===== config.mk =====
export PLATFORM = sky130hd
export DESIGN_NAME = uart_rx_fifo
export DESIGN_NICKNAME = d
export VERILOG_FILES = /design/src/rtl/uart_pkg.sv /design/src/rtl/uart_fifo_mem.sv /design/src/rtl/uart_rx_fifo.sv
export SDC_FILE = /design/constraint.sdc
export NUM_CORES = 1
export LEC_CHECK = 0
export CAP_MARGIN = 30
export CORE_MARGIN = 2
export CORE_UTILIZATION = 35
export CTS_CLUSTER_SIZE = 20
export DETAILED_ROUTE_END_ITERATION = 16
export DONT_BUFFER_PORTS = 1
export PLACE_DENSITY_LB_ADDON = 0.25
export RECOVER_POWER = 25
export SLEW_MARGIN = 5
export SYNTH_ARGS = -nofsm -noshare
export SYNTH_HDL_FRONTEND = slang
export SYNTH_SLANG_ARGS = --single-unit

===== constraint.sdc =====
create_clock -name clk -period 3.45 [get_ports clk]
set_input_delay 0.5175 -clock clk [delete_from_list [all_inputs] [get_ports clk]]
set_output_delay 0.5175 -clock clk [all_outputs]
set_load 0.005 [all_outputs]

===== src/rtl/uart_pkg.sv =====
// ---------------------------------------------------------------------------
// uart_pkg
// Shared types and constants for the UART receive path.
//   UART_BYTE_W  : width of a received character
//   UART_TAG_W   : width of the per-byte error tag (parity + framing)
//   UART_ENTRY_W : width of one stored FIFO entry in the current build
//   uart_entry_t : one FIFO entry (byte, plus error tags when enabled)
// Optional feature macro: UART_RX_FIFO_ERR_TAG_EN (adds the error tags).
// ---------------------------------------------------------------------------
package uart_pkg;

  localparam int UART_BYTE_W = 8;
  localparam int UART_TAG_W  = 2;

`ifdef UART_RX_FIFO_ERR_TAG_EN
  localparam int UART_TAG_EN = 1;

  // Tags ride in the upper bits so the byte keeps the low 8 bits of the entry.
  typedef struct packed {
    logic [UART_TAG_W-1:0]  err;   // err[1]=framing, err[0]=parity
    logic [UART_BYTE_W-1:0] data;
  } uart_entry_t;
`else
  localparam int UART_TAG_EN = 0;

  typedef struct packed {
    logic [UART_BYTE_W-1:0] data;
  } uart_entry_t;
`endif

  localparam int UART_ENTRY_W = UART_BYTE_W + UART_TAG_EN * UART_TAG_W;

endpackage


===== src/rtl/uart_fifo_mem.sv =====
// ---------------------------------------------------------------------------
// uart_fifo_mem
// Simple dual-port RAM: synchronous write, registered read. Shaped so the
// array can map onto FPGA block/LSRAM.
// Ports:
//   clk, reset_n  : clock, async active-low reset (read register only)
//   we, wr_addr, wr_data : write port
//   re, rd_addr   : read enable / address; rd_data updates on the next edge
//   rd_data       : registered read data, holds when re=0
// ---------------------------------------------------------------------------
module uart_fifo_mem
  import uart_pkg::*;
#(
  parameter int DEPTH  = 16,
  parameter int ADDR_W = 4
) (
  input  logic              clk,
  input  logic              reset_n,
  input  logic              we,
  input  logic [ADDR_W-1:0] wr_addr,
  input  uart_entry_t       wr_data,
  input  logic              re,
  input  logic [ADDR_W-1:0] rd_addr,
  output uart_entry_t       rd_data
);

  logic [UART_ENTRY_W-1:0] mem [DEPTH];

  always_ff @(posedge clk) begin
    if (we) begin
      mem[wr_addr] <= wr_data;
    end
  end

  // Write-first forwarding: a byte written into the slot being read this
  // edge (empty FIFO, or a pop that lands on the just-written slot) must
  // appear on the output one cycle later, not two.
  always_ff @(posedge clk or negedge reset_n) begin
    if (!reset_n) begin
      rd_data <= '0;
    end else if (re) begin
      if (we && (wr_addr == rd_addr)) begin
        rd_data <= wr_data;
      end else begin
        rd_data <= mem[rd_addr];
      end
    end
  end

endmodule


===== src/rtl/uart_rx_fifo.sv =====
// ---------------------------------------------------------------------------
// uart_rx_fifo
// Receive-side byte FIFO between the UART receiver and the APB registers.
// First-word-fall-through: the head byte is presented on data_out whenever
// rx_rdy=1. A full FIFO drops incoming bytes and sets a sticky overflow.
// Ports:
//   clk, reset_n          : clock, async active-low reset
//   rx_wr, rx_data        : one-cycle write strobe and byte from the receiver
//   rd_req                : one-cycle pop request
//   clr_ovf               : clears the sticky overflow flag
//   data_out              : head byte (holds its last value when empty)
//   rx_rdy/full/afull     : non-empty, count==DEPTH, count>=AFULL_LEVEL
//   overflow              : sticky, a write was dropped
//   count                 : occupancy 0..DEPTH
// Optional feature macro: UART_RX_FIFO_ERR_TAG_EN adds rx_perr/rx_ferr inputs
// stored alongside each byte and perr_out/ferr_out aligned with data_out.
// ---------------------------------------------------------------------------
module uart_rx_fifo
  import uart_pkg::*;
#(
  parameter int DEPTH       = 16,
  parameter int ADDR_W      = 4,
  parameter int AFULL_LEVEL = 12
) (
  input  logic                   clk,
  input  logic                   reset_n,
  input  logic                   rx_wr,
  input  logic [UART_BYTE_W-1:0] rx_data,
`ifdef UART_RX_FIFO_ERR_TAG_EN
  input  logic                   rx_perr,
  input  logic                   rx_ferr,
  output logic                   perr_out,
  output logic                   ferr_out,
`endif
  input  logic                   rd_req,
  input  logic                   clr_ovf,
  output logic [UART_BYTE_W-1:0] data_out,
  output logic                   rx_rdy,
  output logic                   rx_full,
  output logic                   rx_afull,
  output logic                   overflow,
  output logic [ADDR_W:0]        count
);

  localparam logic [ADDR_W:0] FULL_CNT  = (ADDR_W+1)'(DEPTH);
  localparam logic [ADDR_W:0] AFULL_CNT = (ADDR_W+1)'(AFULL_LEVEL);

  logic [ADDR_W-1:0] wr_ptr;
  logic [ADDR_W-1:0] rd_ptr;
  logic [ADDR_W-1:0] rd_ptr_next;
  logic [ADDR_W:0]   count_q;
  logic [ADDR_W:0]   count_next;
  logic              rd_ok;
  logic              wr_ok;
  logic              rd_en;
  uart_entry_t       wr_entry;
  uart_entry_t       rd_entry;

  // A pop needs data; a push needs room, where a same-cycle pop of a full
  // FIFO counts as room.
  always_comb begin
    rd_ok       = rd_req && (count_q != '0);
    wr_ok       = rx_wr && ((count_q != FULL_CNT) || rd_ok);
    rd_ptr_next = rd_ptr + ADDR_W'(rd_ok);
    count_next  = count_q + (ADDR_W+1)'(wr_ok) - (ADDR_W+1)'(rd_ok);
    // Fetch the next head whenever there will be one; otherwise the read
    // register holds so data_out keeps its last value after draining.
    rd_en       = (count_next != '0);
  end

  always_comb begin
    wr_entry      = '0;
    wr_entry.data = rx_data;
`ifdef UART_RX_FIFO_ERR_TAG_EN
    wr_entry.err  = {rx_ferr, rx_perr};
`endif
  end

  uart_fifo_mem #(
    .DEPTH  (DEPTH),
    .ADDR_W (ADDR_W)
  ) u_mem (
    .clk     (clk),
    .reset_n (reset_n),
    .we      (wr_ok),
    .wr_addr (wr_ptr),
    .wr_data (wr_entry),
    .re      (rd_en),
    .rd_addr (rd_ptr_next),
    .rd_data (rd_entry)
  );

  // Pointers wrap naturally at ADDR_W bits; flags come from the next-state
  // count so they agree with count on every cycle.
  always_ff @(posedge clk or negedge reset_n) begin
    if (!reset_n) begin
      wr_ptr   <= '0;
      rd_ptr   <= '0;
      count_q  <= '0;
      rx_rdy   <= 1'b0;
      rx_full  <= 1'b0;
      rx_afull <= 1'b0;
    end else begin
      if (wr_ok) begin
        wr_ptr <= wr_ptr + ADDR_W'(1);
      end
      rd_ptr   <= rd_ptr_next;
      count_q  <= count_next;
      rx_rdy   <= (count_next != '0);
      rx_full  <= (count_next == FULL_CNT);
      rx_afull <= (count_next >= AFULL_CNT);
    end
  end

  // Sticky overflow: a dropped write beats a simultaneous clear.
  always_ff @(posedge clk or negedge reset_n) begin
    if (!reset_n) begin
      overflow <= 1'b0;
    end else if (rx_wr && !wr_ok) begin
      overflow <= 1'b1;
    end else if (clr_ovf) begin
      overflow <= 1'b0;
    end
  end

  assign data_out = rd_entry.data;
  assign count    = count_q;
`ifdef UART_RX_FIFO_ERR_TAG_EN
  assign perr_out = rd_entry.err[0];
  assign ferr_out = rd_entry.err[1];
`endif

endmodule


==> metrics, run 1 <==
Worst VDD drop 0.731 mV; Clock Skew about 6.9 ps; # IOs 30; core box area approximately 17,000 um2; Crit Path Category reg -> reg; fmax between 300 and 400 MHz; detailed placement HPWL ~7.9 mm; Total GRT Usage 0.137; Power Density about 980 nW/um2; clock network fraction of design power 0.258; Critical Path End u_mem.rd_data[6]; Worst Path Required about 3800 ps; Max Cap Viol 0; post-layout min period 3330 ps; arrival time of the worst setup path between 3000 and 4000 ps; post-synthesis sequential area ratio 0.711; Die Footprint about 19,000 um2; Fillers between 1,500 and 2,000; CP Launch Point count[2]; R2R depth 16; Layout area overhead 18.6%; Clock Latency Late Sink 420 ps; crit start category register; status complete, no violations; Final period util 0.964; syn avg cell area about 19 um2; CP endpoint kind register; FF-to-FF Start count[2]; TritonCTS Buffers 17; count of cell types in the netlist 33; Clock Sinks ~150; initial antenna violation count 0; Fin Setup TNS 0 ps; share of cells above drive strength 1 0.300; vias in the first global route between 3,000 and 4,000; slew margin rel. 0.384; initial drt markers between 150 and 200; Crit Path Max Fanout 4; Post-Syn Instances about 330; H-tree depth 4; # DRC 0; fin. max-slew vios 0; gr ovfl total 0; switching part of the total power 0.320; Hold Vio Cnt, Final 0; Clock Path Buffers 2; ANT nets after route 0; first-pass GRT wire length 18.6 mm; DR pass1 iterations 4; worst min-delay path class in -> reg; clk root buf clkbuf_16; NetSw 2.34 mW; Seq pwr share 0.344; Die Ht between 100 and 150 um; Final Non-Filler Cells 602; NumNets Final 390; FF-to-FF End u_mem.rd_data[6]; Post-Route WL between 10 and 15 mm; Comb power frac 0.398; GP Congestion 0.726; # rows 48; flops & latches, synth 153; Via Count between 2,000 and 3,000; Antenna Diode Count 0; Internal 4.95 mW; initial core utilization 0.361; reg2reg setup slack 120 ps; placed cell count around 570; Leakage about 2.7 nW; via/cell ratio 4.97; RSZ-0062 raised after global routing no; synthesized area 6280 um2; # setup viols final 0; port bufs 0; Least-Margin Pin Slew a little over 900 ps; Clock transition at path regs ~60 ps; DIE WIDTH around 140 um; synth warn 0; Syn Nets between 300 and 400; pin count of the biggest net entering global routing 35; Routed WL per cell ~20 um; CTS tree built
-- synthesized netlist by cell type (all sizes together) --
cell	number	area [um2]
edfxtp	128	3840
mux2i	32	320
mux4	32	721
dfrtp	25	626
inv	15	56.3
nor3	13	65.1
ha	12	150
nor2	12	45.0
a21oi	10	53.8
buf	10	61.3
xor2	8	115
nand2	6	22.5
clkbuf	5	18.8
xnor2	5	43.8
nand2b	3	18.8
a21o	2	15.0
nand3	2	15.0
or4	2	15.0
and2	1	6.26
and2b	1	7.51
fa	1	20.0
nand4	1	6.26
o21ai	1	5.00
o21bai	1	7.51
o22ai	1	6.26
o41a	1	11.3
or2	1	6.26
-- placed cells by master, fill, tap and decap left out, types with 4 or more instances in the layout --
cell type and instances:
inv_1 10, dfrtp_1 25, edfxtp_1 128, buf_4 23, nor2_1 12, clkbuf_1 4
clkinv_1 4, clkbuf_16 17, xor2_1 5, nor3_1 11, xnor2_1 5, inv_2 5
nand2_1 6, mux2i_1 32, ha_1 9, mux4_2 32, bufinv_16 4, buf_12 4
a21oi_2 8
-- what timing repair did --
item,4_1_cts,5_1_grt
hold buffers,2,0
resized for setup,0,10
hold endpoints to repair,25,0
setup endpoints to repair,0,9
buffers inserted,0,1
-- through the flow --
stage / cell area, um2 / setup slack [ps] / power, mW / hold slack, ps / utilization
2_1_floorplan: 6360 / -172 / 4.58 / 222 / -
3_3_place_gp: 6780 / -12.4 / 5.37 / 222 / 0.389
3_5_place_dp: 6780 / -48.2 / 5.42 / 223 / 0.389
4_1_cts: 7400 / 3.01 / 7.33 / 170 / 0.425
5_1_grt: 7450 / 4.95 / 7.74 / 170 / 0.428
6_report: 7450 / 125 / 7.29 / 193 / 0.428
-- critical path: stages (launching register included) --
cell     delay, ps
dfrtp_1        390
inv_2           60
ha_1           130
inv_1           50
or4_4          410
and2_4         160
inv_2           60
ha_4           190
inv_2           50
ha_4           120
inv_2           30
fa_2           530
inv_2           40
or4_4          500
or2_4          250
buf_4          160
a21oi_2        110
-- layer usage --
metal,part of all wire,vias to the layer above,GRT usage
met5,0,-,0
li1,-,1353,-
met3,0.035,13,0.0391
met1,0.47,1571,0.180
met4,0.013,0,0.0459
met2,0.48,55,0.221
-- worst min path at each step --
stage | from | end | slack [ps] | cells past startpoint
global route | rx_data[4] | u_mem.mem[10][4] | 170 | 0
CTS | rx_data[1] | u_mem.mem[12][1] | 170 | 0
detailed placement | reset_n | overflow | 220 | 0
floorplan | reset_n | count[0] | 220 | 0
global placement | reset_n | overflow | 220 | 0
finish | rx_data[4] | u_mem.mem[10][4] | 190 | 0
-- cell type report --
cell class,instances,area [um2],share of cell area
Clock buffer,21,440,0.0591
Sequential cell,153,4470,0.600
Multi-Input combinational cell,148,1770,0.238
Inverter,15,56.3,0.00756
Clock inverter,11,153,0.0205
Tap cell,225,282,0.0378
Timing Repair Buffer,29,274,0.0368
-- cell families (layout without fill, tap and decap cells) --
family                   count (synthesis)  count (layout)  share of synthesized area
AND/OR/NAND/NOR                         42              42                     0.0331
multiplexers                            64              64                      0.166
XOR/XNOR                                13              13                     0.0253
flip-flops                             153             153                      0.711
adder cells (fa/ha/maj)                 13              13                     0.0271
buffers and inverters                   30              76                     0.0217
AO/OA/AOI/OAI                           16              16                     0.0157
-- power groups by stage --
| stage | combinational, mW | clock (mW) | sequential (mW) |
|---|---|---|---|
| after floorplan | 2.08 | 0 | 2.50 |
| after global placement | 2.84 | 0 | 2.53 |
| after detailed placement | 2.87 | 0 | 2.54 |
| after CTS | 2.90 | 1.92 | 2.51 |
| after global routing | 3.20 | 2.00 | 2.54 |
| final | 2.90 | 1.88 | 2.50 |
-- sequential cells by signal, indices dropped and copies added (netlist names) --
name	flops
count	5
overflow	1
rd_ptr	4
rx_afull	1
rx_full	1
rx_rdy	1
u_mem.mem	128
u_mem.rd_data	8
wr_ptr	4
No activity file was read; power rests on OpenSTA's default activity.
==> run 2: changes to the inputs <==
--- a/config.mk
+++ b/config.mk
@@ -8,10 +8,11 @@
 export CAP_MARGIN = 30
 export CORE_MARGIN = 2
 export CORE_UTILIZATION = 35
+export CTS_BUF_LIST = sky130_fd_sc_hd__clkbuf_8
 export CTS_CLUSTER_SIZE = 20
 export DETAILED_ROUTE_END_ITERATION = 16
 export DONT_BUFFER_PORTS = 1
-export PLACE_DENSITY_LB_ADDON = 0.25
+export PLACE_DENSITY_LB_ADDON = 0.08
 export RECOVER_POWER = 25
 export SLEW_MARGIN = 5
 export SYNTH_ARGS = -nofsm -noshare
==> constraint.sdc (replaced) <==
create_clock -name clk -period 4.2 [get_ports clk]
set_input_delay 0.63 -clock clk [delete_from_list [all_inputs] [get_ports clk]]
set_output_delay 0.63 -clock clk [all_outputs]
set_load 0.005 [all_outputs]
==> metrics, run 2 (same netlist as run 1, synthesis figures left out) <==
status complete, no violations; Routed WL per cell 22.0 um (+11%); Clock Latency Late Sink 450 ps (+30 ps); Clock transition at path regs 90 ps (+30 ps); Die Footprint 19,000 um2 (unchanged); CP endpoint kind register; Fillers 1,602 (+4.8%); CTS tree built; Power Density 746 nW/um2 (-24%); Clock Sinks 153 (unchanged); Clock Skew 14.2 ps (+7.33 ps); NumNets Final 380 (-2.6%); crit start category register; Layout area overhead 12.0%; Fin Setup TNS 0 ps (unchanged); Top cell by count, worst path inv_1; total power draw 5.25 mW (-28%); # IOs 30 (unchanged); Total GRT Usage 0.152 (+0.0145); Crit Path Max Fanout 10 (+6); post-CTS setup repair buffer count 0 (unchanged); DIE WIDTH 138 um (unchanged); # DRC 0 (unchanged); largest register by flop count u_mem.mem; Clock Path Buffers 2 (unchanged); Antenna Diode Count 0 (unchanged); port bufs 0 (unchanged); post-layout min period 3850 ps (+521 ps); Hold Vio Cnt, Final 0 (unchanged); DR pass1 iterations 4 (unchanged); Post-Route WL 13.0 mm (+9.1%); arrival time of the worst setup path 4220 ps (+550 ps); fin. max-slew vios 0 (unchanged); GP Congestion 0.712 (-1.9%); detailed placement HPWL 8.35 mm (+5.6%); pin count of the biggest net entering global routing 35 (unchanged); most frequent cells in the layout 128 x edfxtp_1, 32 x mux4_2, 32 x mux2i_1; gr ovfl total 0 (unchanged); share of cells above drive strength 1 0.226 (-0.0736); Largest register FFs 128 (unchanged); commonest non-fill, non-tap cell in the layout edfxtp_1; H-tree depth 4 (unchanged); first-pass GRT wire length 19.8 mm (+6.5%); sequential cell area 4470 um2 (unchanged); # setup viols final 0 (unchanged); Via Count 2,953 (-1.3%); CP peak stage delay 650 ps (+120 ps); Max Cap Viol 0 (unchanged); Die Ht 138 um (unchanged); Leakage 2.49 nW (-6.2%); slew margin rel. 0.386 (+0.00140); CP max stage cell or4_1; initial core utilization 0.361 (unchanged); vias in the first global route 3,140 (-1.7%); Least-Margin Pin Slew 918 ps (-2.10 ps); RSZ-0062 raised after global routing no; initial antenna violation count 0 (unchanged); via/cell ratio 4.99 (+0.36%); initial drt markers 186 (+2.8%); Worst VDD drop 0.336 mV (-54%); fmax 260 MHz (-14%); worst min-delay path class in -> reg; Crit Path Category reg -> reg; TritonCTS Buffers 17 (unchanged); # rows 48 (unchanged); core box area 17,400 um2 (unchanged); crit path cell chain inv_1 > ha_1 > inv_1 > or4_1 > and2_1 > inv_1 > ha_1 > inv_1 > ha_1 > inv_1 > fa_1 > xnor2_1 > or4_1 > or2_1 > a21oi_1; Multi-input gate area 1680 um2 (-5.4%); ANT nets after route 0 (unchanged); Final period util 0.916 (-0.0480); clk root buf clkbuf_8; Worst Path Required 4570 ps (+770 ps)
[run 2: changes by cell type in the layout (fill, tap and decap cells not counted), sizes merged]
cell,delta
buf,-10
bufinv,-2
clkbuf,-4
clkinv,-2
clkinvlp,+3
inv,+5
[run 2: worst max-delay path: cells and delay by family, from the launching register on]
kind	cells	cell delay [ps]
and+or+nand+nor	4	1800
adders and majority gates	4	900
DFF	1	420
buffers and inverters	5	300
xor gates and xnor gates	1	170
AOI/OAI and AO/OA	1	170
[run 2: final timing paths]
path	from	endpoint	slack [ps]	cells past startpoint
min	rx_data[3]	u_mem.mem[12][3]	270	0
max in group asynchronous	reset_n	rd_ptr[3]	3420	2
min in group asynchronous	reset_n	rd_ptr[0]	620	2
min reg2reg	overflow	overflow	560	2
max	count[3]	u_mem.rd_data[1]	350	15
max reg2reg	count[3]	u_mem.rd_data[1]	350	15
[run 2: final cells by class]
| class | instances | share of cell area |
|---|---|---|
| clock inverters | 15 | 0.0194 |
| repair buffers | 19 | 0.0260 |
| inverters | 15 | 0.00800 |
| multi-input cells | 148 | 0.239 |
| well taps | 225 | 0.0400 |
| clock buffers | 17 | 0.0332 |
| flip-flops and latches | 153 | 0.635 |
[run 2: metal layers]
layer	wire, um	track usage	share of wire	vias up
met3	729	0.0486	0.056	13
met2	6200	0.235	0.48	71
met1	5970	0.204	0.46	1535
met5	0	0	0	-
li1	-	-	-	1334
met4	139	0.0476	0.011	0
[run 2: where the power goes]
part / internal (mW) / switching [mW] / leakage, nW
clock network: 0.517 / 0.547 / 0.187
logic: 0.978 / 1.13 / 0.851
registers: 1.91 / 0.162 / 1.45
[run 2: timing repair]
action	4_1_cts	5_1_grt
endpoints found under the setup margin	0	2
gates resized for setup	0	1
hold endpoints to repair	25	0
hold buffers	2	0
[run 2: metrics by stage]
step | utilization | instance area (um2) | setup slack (ps) | std cells | hold slack (ps)
finish | 0.404 | 7040 | 354 | 592 | 271
CTS | 0.403 | 7020 | 256 | 590 | 240
detailed placement | 0.380 | 6620 | 281 | 556 | 335
global route | 0.404 | 7040 | 67.7 | 592 | 226
global placement | 0.378 | 6590 | 367 | 551 | 335
floorplan | - | 6280 | 531 | 331 | 334
